## src/rtl/por_seq_pkg.sv

```systemverilog
// Shared types and helpers for the power-on-reset sequencer.
// State encodings double as the debug state_o values.
package por_seq_pkg;

  localparam logic [1:0] ENC_HOLD    = 2'd0;
  localparam logic [1:0] ENC_RELEASE = 2'd1;
  localparam logic [1:0] ENC_RUN     = 2'd2;
  localparam logic [1:0] ENC_SWRST   = 2'd3;

  typedef enum logic [1:0] {
    ST_HOLD    = ENC_HOLD,
    ST_RELEASE = ENC_RELEASE,
    ST_RUN     = ENC_RUN,
    ST_SWRST   = ENC_SWRST
  } por_state_e;

  // Counter width for the larger of two cycle counts, never below 1 bit.
  function automatic int clog2_max(input int a, input int b);
    int m;
    m = (a > b) ? a : b;
    return ($clog2(m) < 1) ? 1 : $clog2(m);
  endfunction

endpackage

```

## src/rtl/por_sync_chain.sv

```systemverilog
// Async-clear shift register that synchronises the release edge of a pad reset.
// Output rises on the STAGES-th clock edge after resetb_in de-asserts.
module por_sync_chain #(
  parameter int STAGES = 2
) (
  input  logic clk,
  input  logic resetb_in,
  output logic sync_out
);

  logic [STAGES-1:0] chain;

  always_ff @(posedge clk or negedge resetb_in) begin
    if (!resetb_in) chain <= '0;
    else            chain <= {chain[STAGES-2:0], 1'b1};
  end

  assign sync_out = chain[STAGES-1];

  if (STAGES < 2) begin : g_bad_stages
    $error("por_sync_chain: STAGES must be 2 or more");
  end

endmodule

```

## src/rtl/por_seq_ctrl.sv

```systemverilog
// Power-on-reset sequencer: synchronised POR plus staggered release of NUM_CH
// reset domains. Warm reset via sw_rst_req exists only when POR_SWRST_EN is defined.
module por_seq_ctrl
  import por_seq_pkg::*;
#(
  parameter int SYNC_STAGES  = 2,
  parameter int NUM_CH       = 3,
  parameter int STEP_CYCLES  = 4,
  parameter int SWRST_CYCLES = 8
) (
  input  logic              clk,
  input  logic              resetb_in,
  input  logic              sw_rst_req,
  output logic              porb_h,
  output logic              porb_l,
  output logic              por_l,
  output logic [NUM_CH-1:0] rstb_h,
  output logic              ready,
  output logic [1:0]        state_o
);

  localparam int CW = clog2_max(STEP_CYCLES, SWRST_CYCLES);
  localparam logic [CW-1:0] STEP_LAST  = CW'(STEP_CYCLES - 1);
  localparam logic [CW-1:0] SWRST_LAST = CW'(SWRST_CYCLES - 1);

  por_state_e        state;
  logic [CW-1:0]     cnt;
  logic              sync_porb;
  logic              sw_take;
  logic [NUM_CH-1:0] rstb_next;

  por_sync_chain #(.STAGES(SYNC_STAGES)) u_sync (
    .clk       (clk),
    .resetb_in (resetb_in),
    .sync_out  (sync_porb)
  );

  assign porb_h  = sync_porb;
  assign porb_l  = sync_porb;
  assign por_l   = ~sync_porb;
  assign state_o = state;

  // Channels release lowest bit first, so the next pattern is a shift-in of 1.
  assign rstb_next = (rstb_h << 1) | NUM_CH'(1);

`ifdef POR_SWRST_EN
  assign sw_take = sw_rst_req;
`else
  logic sw_rst_unused;
  assign sw_rst_unused = sw_rst_req;
  assign sw_take       = 1'b0;
`endif

  always_ff @(posedge clk or negedge resetb_in) begin
    if (!resetb_in) begin
      state  <= ST_HOLD;
      cnt    <= '0;
      rstb_h <= '0;
      ready  <= 1'b0;
    end else begin
      case (state)
        // The HOLD exit edge is the first step, so channel k releases
        // (k+1)*STEP_CYCLES edges after porb_h rises.
        ST_HOLD, ST_RELEASE: begin
          if (state == ST_RELEASE || sync_porb) begin
            state <= ST_RELEASE;
            if (cnt == STEP_LAST) begin
              cnt    <= '0;
              rstb_h <= rstb_next;
              if (rstb_next[NUM_CH-1]) begin
                state <= ST_RUN;
                ready <= 1'b1;
              end
            end else begin
              cnt <= cnt + CW'(1);
            end
          end
        end
        ST_RUN: begin
          if (sw_take) begin
            state  <= ST_SWRST;
            cnt    <= '0;
            rstb_h <= '0;
            ready  <= 1'b0;
          end
        end
        ST_SWRST: begin
          if (cnt == SWRST_LAST) begin
            state <= ST_RELEASE;
            cnt   <= '0;
          end else begin
            cnt <= cnt + CW'(1);
          end
        end
      endcase
    end
  end

  if (SYNC_STAGES < 2) begin : g_bad_sync
    $error("por_seq_ctrl: SYNC_STAGES must be 2 or more");
  end
  if (NUM_CH < 1) begin : g_bad_ch
    $error("por_seq_ctrl: NUM_CH must be 1 or more");
  end
  if (STEP_CYCLES < 1) begin : g_bad_step
    $error("por_seq_ctrl: STEP_CYCLES must be 1 or more");
  end
  if (SWRST_CYCLES < 1) begin : g_bad_swrst
    $error("por_seq_ctrl: SWRST_CYCLES must be 1 or more");
  end

endmodule

```

## config.mk

```make
export PLATFORM = sky130hd
export DESIGN_NAME = por_seq_ctrl
export DESIGN_NICKNAME = d
export VERILOG_FILES = /design/src/rtl/por_seq_pkg.sv /design/src/rtl/por_sync_chain.sv /design/src/rtl/por_seq_ctrl.sv
export SDC_FILE = /design/constraint.sdc
export NUM_CORES = 1
export LEC_CHECK = 0
export ABC_AREA = 1
export BUFFER_PORTS_ARGS = -buffer_cell sky130_fd_sc_hd__buf_2
export CAP_MARGIN = 20
export CORE_UTILIZATION = 27
export CTS_BUF_LIST = sky130_fd_sc_hd__clkbuf_4 sky130_fd_sc_hd__clkbuf_8 sky130_fd_sc_hd__clkbuf_16
export CTS_CLUSTER_DIAMETER = 200
export DETAILED_ROUTE_END_ITERATION = 12
export RECOVER_POWER = 100
export SLEW_MARGIN = 20
export SYNTH_ARGS = -nofsm -noshare
export SYNTH_HDL_FRONTEND = slang
export SYNTH_SLANG_ARGS = --single-unit
```

## constraint.sdc

```tcl
create_clock -name clk -period 1.6 [get_ports clk]
set_input_delay 0.16 -clock clk [delete_from_list [all_inputs] [get_ports clk]]
set_output_delay 0.16 -clock clk [all_outputs]
set_load 0.01 [all_outputs]
```

## After elaboration in Yosys (flattened, before gate mapping)

Index checks and enable logic that the tools add are counted.

- Bits in registers: 11
- Output and inout port bits: 9

- Add/sub/neg operators: 1
- Eq/ne operators: 7
- Mux-type cells: 9
- Bitwise gates (word level): 2
- Reduce and logical (&&, ||, !) cells: 7

Operators by type and width:

| kind | count |
|---|---|
| $mux W3 | 3 |
| $mux W2 | 4 |
| $pmux W3 S2 | 1 |
| $reduce_and A3 Y1 | 2 |
| $eq A2 B2 Y1 const B | 2 |
| $ne A2 B2 Y1 const B | 2 |
| $pmux W2 S2 | 1 |
| $reduce_and A4 Y1 | 1 |
| $add A3 B1 Y3 const B | 1 |
| $eq A3 B2 Y1 const B | 1 |
| $eq A3 B3 Y1 const B | 1 |
| $eq A2 B1 Y1 const B | 1 |
| $logic_not A2 Y1 | 1 |
| $not A1 Y1 | 2 |
| $reduce_and A2 Y1 | 1 |
| $reduce_or A2 Y1 | 1 |
| $logic_or A1 B1 Y1 | 1 |

## Depth between registers and ports, before layout

- Depth after elaboration: 4
- Gate-level depth with buffers: 7
- Gate-level depth less buffers: 7

## Cells and area by module

Synthesis repeated with hierarchy kept, for this count alone.

- Cell total of the unflattened synthesis: 64
- Area total of the unflattened synthesis: 540.5 µm²

By module, submodules not included:

| module | times used | cells an instance | area an instance (µm²) | seq. area each (µm²) |
|---|---|---|---|---|
| por_seq_ctrl | 1 | 61 | 486.7 | 225.2 |
| por_sync_chain | 1 | 3 | 53.8 | 50.0 |

## Least setup slack after synthesis

No wires, ideal clock.

- Kind: reg2reg
- Start: register cnt[0]
- End: register cnt[0]
- Library setup time: 65 ps
- Data arrival time: 1142 ps
- Required time: 1535 ps
- Slack: 393 ps
- Cell stages (with the launch flop): 8
- Buffers on the path: 0
- Path through: dfrtp_1 ha_1 ha_1 nor2_1 nand2_1 nand2_1 nand2_1 nand2_1

- Longest elaborated chain between the ends: 4
- Elaborated cells between the ends (all ways): 7
- Those cells by class: 1 x add/sub; 2 x eq/ne; 4 x mux

RTL lines:

| item | RTL line | source |
|---|---|---|
| start, declared | por_seq_ctrl.sv:27 | `logic [CW-1:0] cnt;` |
| start signal, assigned | por_seq_ctrl.sv:75 | `cnt <= cnt + CW'(1);` |
| start signal, assigned | por_seq_ctrl.sv:92 | `cnt <= cnt + CW'(1);` |
| $add A3 B1 Y3 / $eq A3 B2 Y1 (equally long branches) | por_seq_ctrl.sv:75, por_seq_ctrl.sv:92, por_seq_ctrl.sv:67 |  |
| $mux W3 | por_seq_ctrl.sv:67 | `if (cnt == STEP_LAST) begin` |
| $mux W3 | por_seq_ctrl.sv:65 | `if (state == ST_RELEASE \|\| sync_porb) begin` |
| $pmux W3 S2 * | por_seq_ctrl.sv:61 | `case (state)` |

Every way passes the cells marked *; elsewhere a longest branch is shown, timed or not. The select of a mux whose other input is x is not followed.
A chain may end at the register's enable or synchronous reset.

## Worst setup path after layout

Ends and elaborated chain as after synthesis.

==> results.md <==
Critical path:
- The most frequent cell on the critical path is nand2_1.
- The kind of cell adding the most delay to the critical path is adder cells.
- The nature of the critical path endpoint is a flip-flop.
- STA puts the critical path data required time at 1.80 ns.
- The data arrival time of the critical path is 1.53 ns.
- The largest stage delay on the critical path is 0.41 ns.
- The critical path goes through ha_1 -> ha_1 -> nor2_1 -> nand2_1 -> nand2_1 -> nand2_1 -> nand2_1.
- The cell with the largest stage delay on the worst path is dfrtp_1.
- The worst setup path is launched from a flip-flop.
- The maximum fanout encountered on the critical timing path is 5.
- The critical path is of the reg -> reg type.
- The count of buffering cells on the critical path with inverters included is 0.

Clock network:
- At the later pin of the worst-skew pair, clock insertion delay measures 0.27 ns.
- The number of clock sinks is 11.
- TritonCTS built the clock tree.
- The maximum level of the CTS H-tree is 1.
- TritonCTS created 3 clock buffers.
- Post-CTS timing repair inserted 0 buffers for setup.
- The clock passes through at most 2 buffers.
- CTS placed an instance of clkbuf_4 at the clock tree root.
- The clock transition at the registers of the reported paths is 0.07 ns.

STA:
- Measured against its own limit, the worst slew margin works out to 59.5%.
- Setup repair after global routing left no endpoint under its margin.
- The post-route fraction of the period consumed by the critical path is 82.9%.
- The number of failing setup endpoints in the final timing report is 0.
- The number of hold violations in the final report was 0.
- At the pin with the least slew margin, the transition time is 0.608 ns.
- Setup total negative slack on the finished layout was measured at 0 ns.
- The largest clock skew in the final design is 0.00769 ns.
- The max-slew violation total from the final report is 0.
- The final critical-path required period is 1.33 ns.
- Hold is met by 0.342 ns.
- The maximum clock rate is 754 MHz.

Yosys:
- By area the synthesized netlist is led by dfrtp_1, nand2_1, ha_1.
- The per-instance average area after synthesis is 8.60 um^2.
- The cell area after synthesis is 533 um^2.
- Summed over all instances, the cell type with the most area after synthesis is dfrtp_1.
- The number of different library cells used by synthesis comes to 14.
- Of the post-synthesis cell area, the dominant cell type holds 51.6%.
- The flip-flop and latch count after synthesis is 11.
- The Yosys step of the flow raised 0 warnings.
- Synthesis produced a netlist with a net count of 70.
- The number of standard cells after synthesis is 62.
- Summing the sequential cell areas from Yosys gives 51.6% of the chip area.

Route:
- For this run, design rule violations remaining after detail routing come to 0.
- The first TritonRoute pass finished after 4 iterations.
- The antenna violation net count after detailed routing is 0.
- Using the TritonRoute via totals, the vias-per-cell ratio works out to 4.02.
- Dividing the detail-routed wire length by the instance count gives 9.42 um.
- The routed layout has 406 vias.
- Summed over all layers, the routed wires come to 951 um.
- The detailed router finished its first iteration with 6 violations.

GRT:
- The total global-route track usage is 10.7%.
- The number of global-route vias before repair came to 368.
- The maximum number of pins on one net before global-route repair is 12.
- The number of antenna violations at the first check in global routing is 0.
- The aggregate global routing overflow is 0.
- The wire length of the first global-routing pass is 1510 um.

Run status:
- The flow ran to the end, and the final reports show no timing, DRC or antenna violations.

Layout:
- The antenna diode count is 0.
- The count of placed standard cells in the final layout, fillers left out is 101.
- Leaving out fill and tap cells, the most frequent cell in the layout is nand2_1.
- Relative to the synthesized area, the layout overhead comes to 19.0%.
- In the layout the commonest cells are nand2_1, dfrtp_1, clkbuf_1.
- In the final design database the tool counted 85 nets.
- The share of the core filled with cells is 35.6%.
- The final instance area is 634 um^2.
- The area taken by multi-input logic gates is 220 um^2.
- The area used by sequential logic in the layout is 275 um^2.
- The fraction of final layout cells sized beyond drive strength 1 is 9.21%.
- The layout has 191 filler cells.

Power:
- Net switching is 42.1% of the power.
- The power density over the cells is 1820 mW/mm^2.
- The static leakage is 0.330 nW.
- Per report_power, the sequential group accounts for 41.9% of the total.
- The net load switching power is 0.000486 W.
- The total internal power is 0.000668 W.
- Combinational logic is responsible for 40.2% of the overall power.
- The largest voltage drop on the vdd net is 0.497 mV.
- In this run, the clock network consumes 17.9% of the power.

Placement:
- The routability-driven placement congestion ratio is 0.784.
- The cell count after placement is 96.
- The post-placement cell area is 607 um^2.
- The port buffer count is 10.
- The total half-perimeter wirelength after legalization and detailed placement is 696 um.

Floorplan:
- The area of the die is 0.00216 mm^2.
- The vertical extent of the die is 46.4 um.
- The initial utilization of the core area, before any placement, comes to 29.9%.
- The core region is 0.00178 mm^2.
- The x dimension of the die is 46.4 um.
- Row generation in the floorplan step produced 15 rows.
- During I/O placement, the number of pins put on the boundary was 12.

Job:
- The count of maximum capacitance violations is 0.

Worst hold path:
- The path type of the worst min-delay path is reg -> reg.
[cell usage after synthesis]
| master | instances |
|---|---|
| ha_1 | 5 |
| a21oi_2 | 1 |
| conb_1 | 1 |
| nand3_1 | 1 |
| inv_2 | 1 |
| nand2_1 | 24 |
| nor2_1 | 4 |
| o21ai_1 | 1 |
| buf_4 | 1 |
| inv_1 | 7 |
| o21ai_0 | 1 |
| nand4_1 | 3 |
| dfrtp_1 | 11 |
| nand2_2 | 1 |
[area by class of cell]
class | count | share of cell area, %
Clock buffer | 4 | 4.73
Inverter | 8 | 4.73
Multi-Input combinational cell | 42 | 34.7
Sequential cell | 11 | 43.4
Tap cell | 25 | 4.93
Timing Repair Buffer | 11 | 7.50
[registers in the layout, summed over array words and instances, names as in the netlist]
signal        cells
cnt               3
rstb_h            3
state_o           2
u_sync.chain      2
ready             1
[final timing paths]
path	from	to	slack, ns	cells past startpoint
worst max-delay path	cnt[0]$_DFFE_PN0P_	cnt[0]$_DFFE_PN0P_	0.27	7
worst min-delay path	u_sync.chain[0]$_DFF_PN0_	u_sync.chain[1]$_DFF_PN0_	0.34	0
worst max register to register	cnt[0]$_DFFE_PN0P_	cnt[0]$_DFFE_PN0P_	0.27	7
worst min register to register	u_sync.chain[0]$_DFF_PN0_	u_sync.chain[1]$_DFF_PN0_	0.34	0
max in group asynchronous	resetb_in	cnt[0]$_DFFE_PN0P_	0.80	2
min in group asynchronous	resetb_in	cnt[2]$_DFFE_PN0P_	0.40	2
[worst reg2reg max path: stages, from the launching register on]
cell and delay (ns):
dfrtp_1 0.41, ha_1 0.26, ha_1 0.26, nor2_1 0.12
nand2_1 0.05, nand2_1 0.06, nand2_1 0.04, nand2_1 0.06
[metrics by stage]
stage	setup slack (ns)	power (W)
after CTS	0.279	0.00119
final	0.274	0.00115
after detailed placement	0.309	0.000966
after global routing	0.156	0.00129
after global placement	0.317	0.000952
after floorplan	0.393	0.000822
[cell families (layout without fill, tap and decap cells)]
kind of cell	Yosys count	after routing	share of synthesized area [%]
flip-flops	11	11	51.6
adder cells (fa/ha/maj)	5	5	11.7
AO/OA/AOI/OAI	3	3	3.52
other	1	1	0.704
AND/OR/NAND/NOR	33	33	25.4
buffers and inverters	9	23	7.04
[routing by layer]
metal	vias to the layer above	track usage (%)	part of all wire (%)
met4	0	8.82	0.74
met3	2	3.53	6.3
met2	9	16.4	46
li1	216	-	-
met1	179	11.8	47
met5	-	0	0
[power by group through the flow]
stage / Combinational [W] / Sequential (W) / Clock [W]
2_1_floorplan: 0.000322 / 0.000500 / 0
3_3_place_gp: 0.000472 / 0.000481 / 0
3_5_place_dp: 0.000482 / 0.000484 / 0
4_1_cts: 0.000490 / 0.000481 / 0.000223
5_1_grt: 0.000557 / 0.000502 / 0.000234
6_report: 0.000464 / 0.000483 / 0.000207
[timing repair]
item	CTS	global route
gates resized for setup	0	0
endpoints found under the hold margin	11	0
hold buffers	1	0
Power figures use the tool's default switching activity.
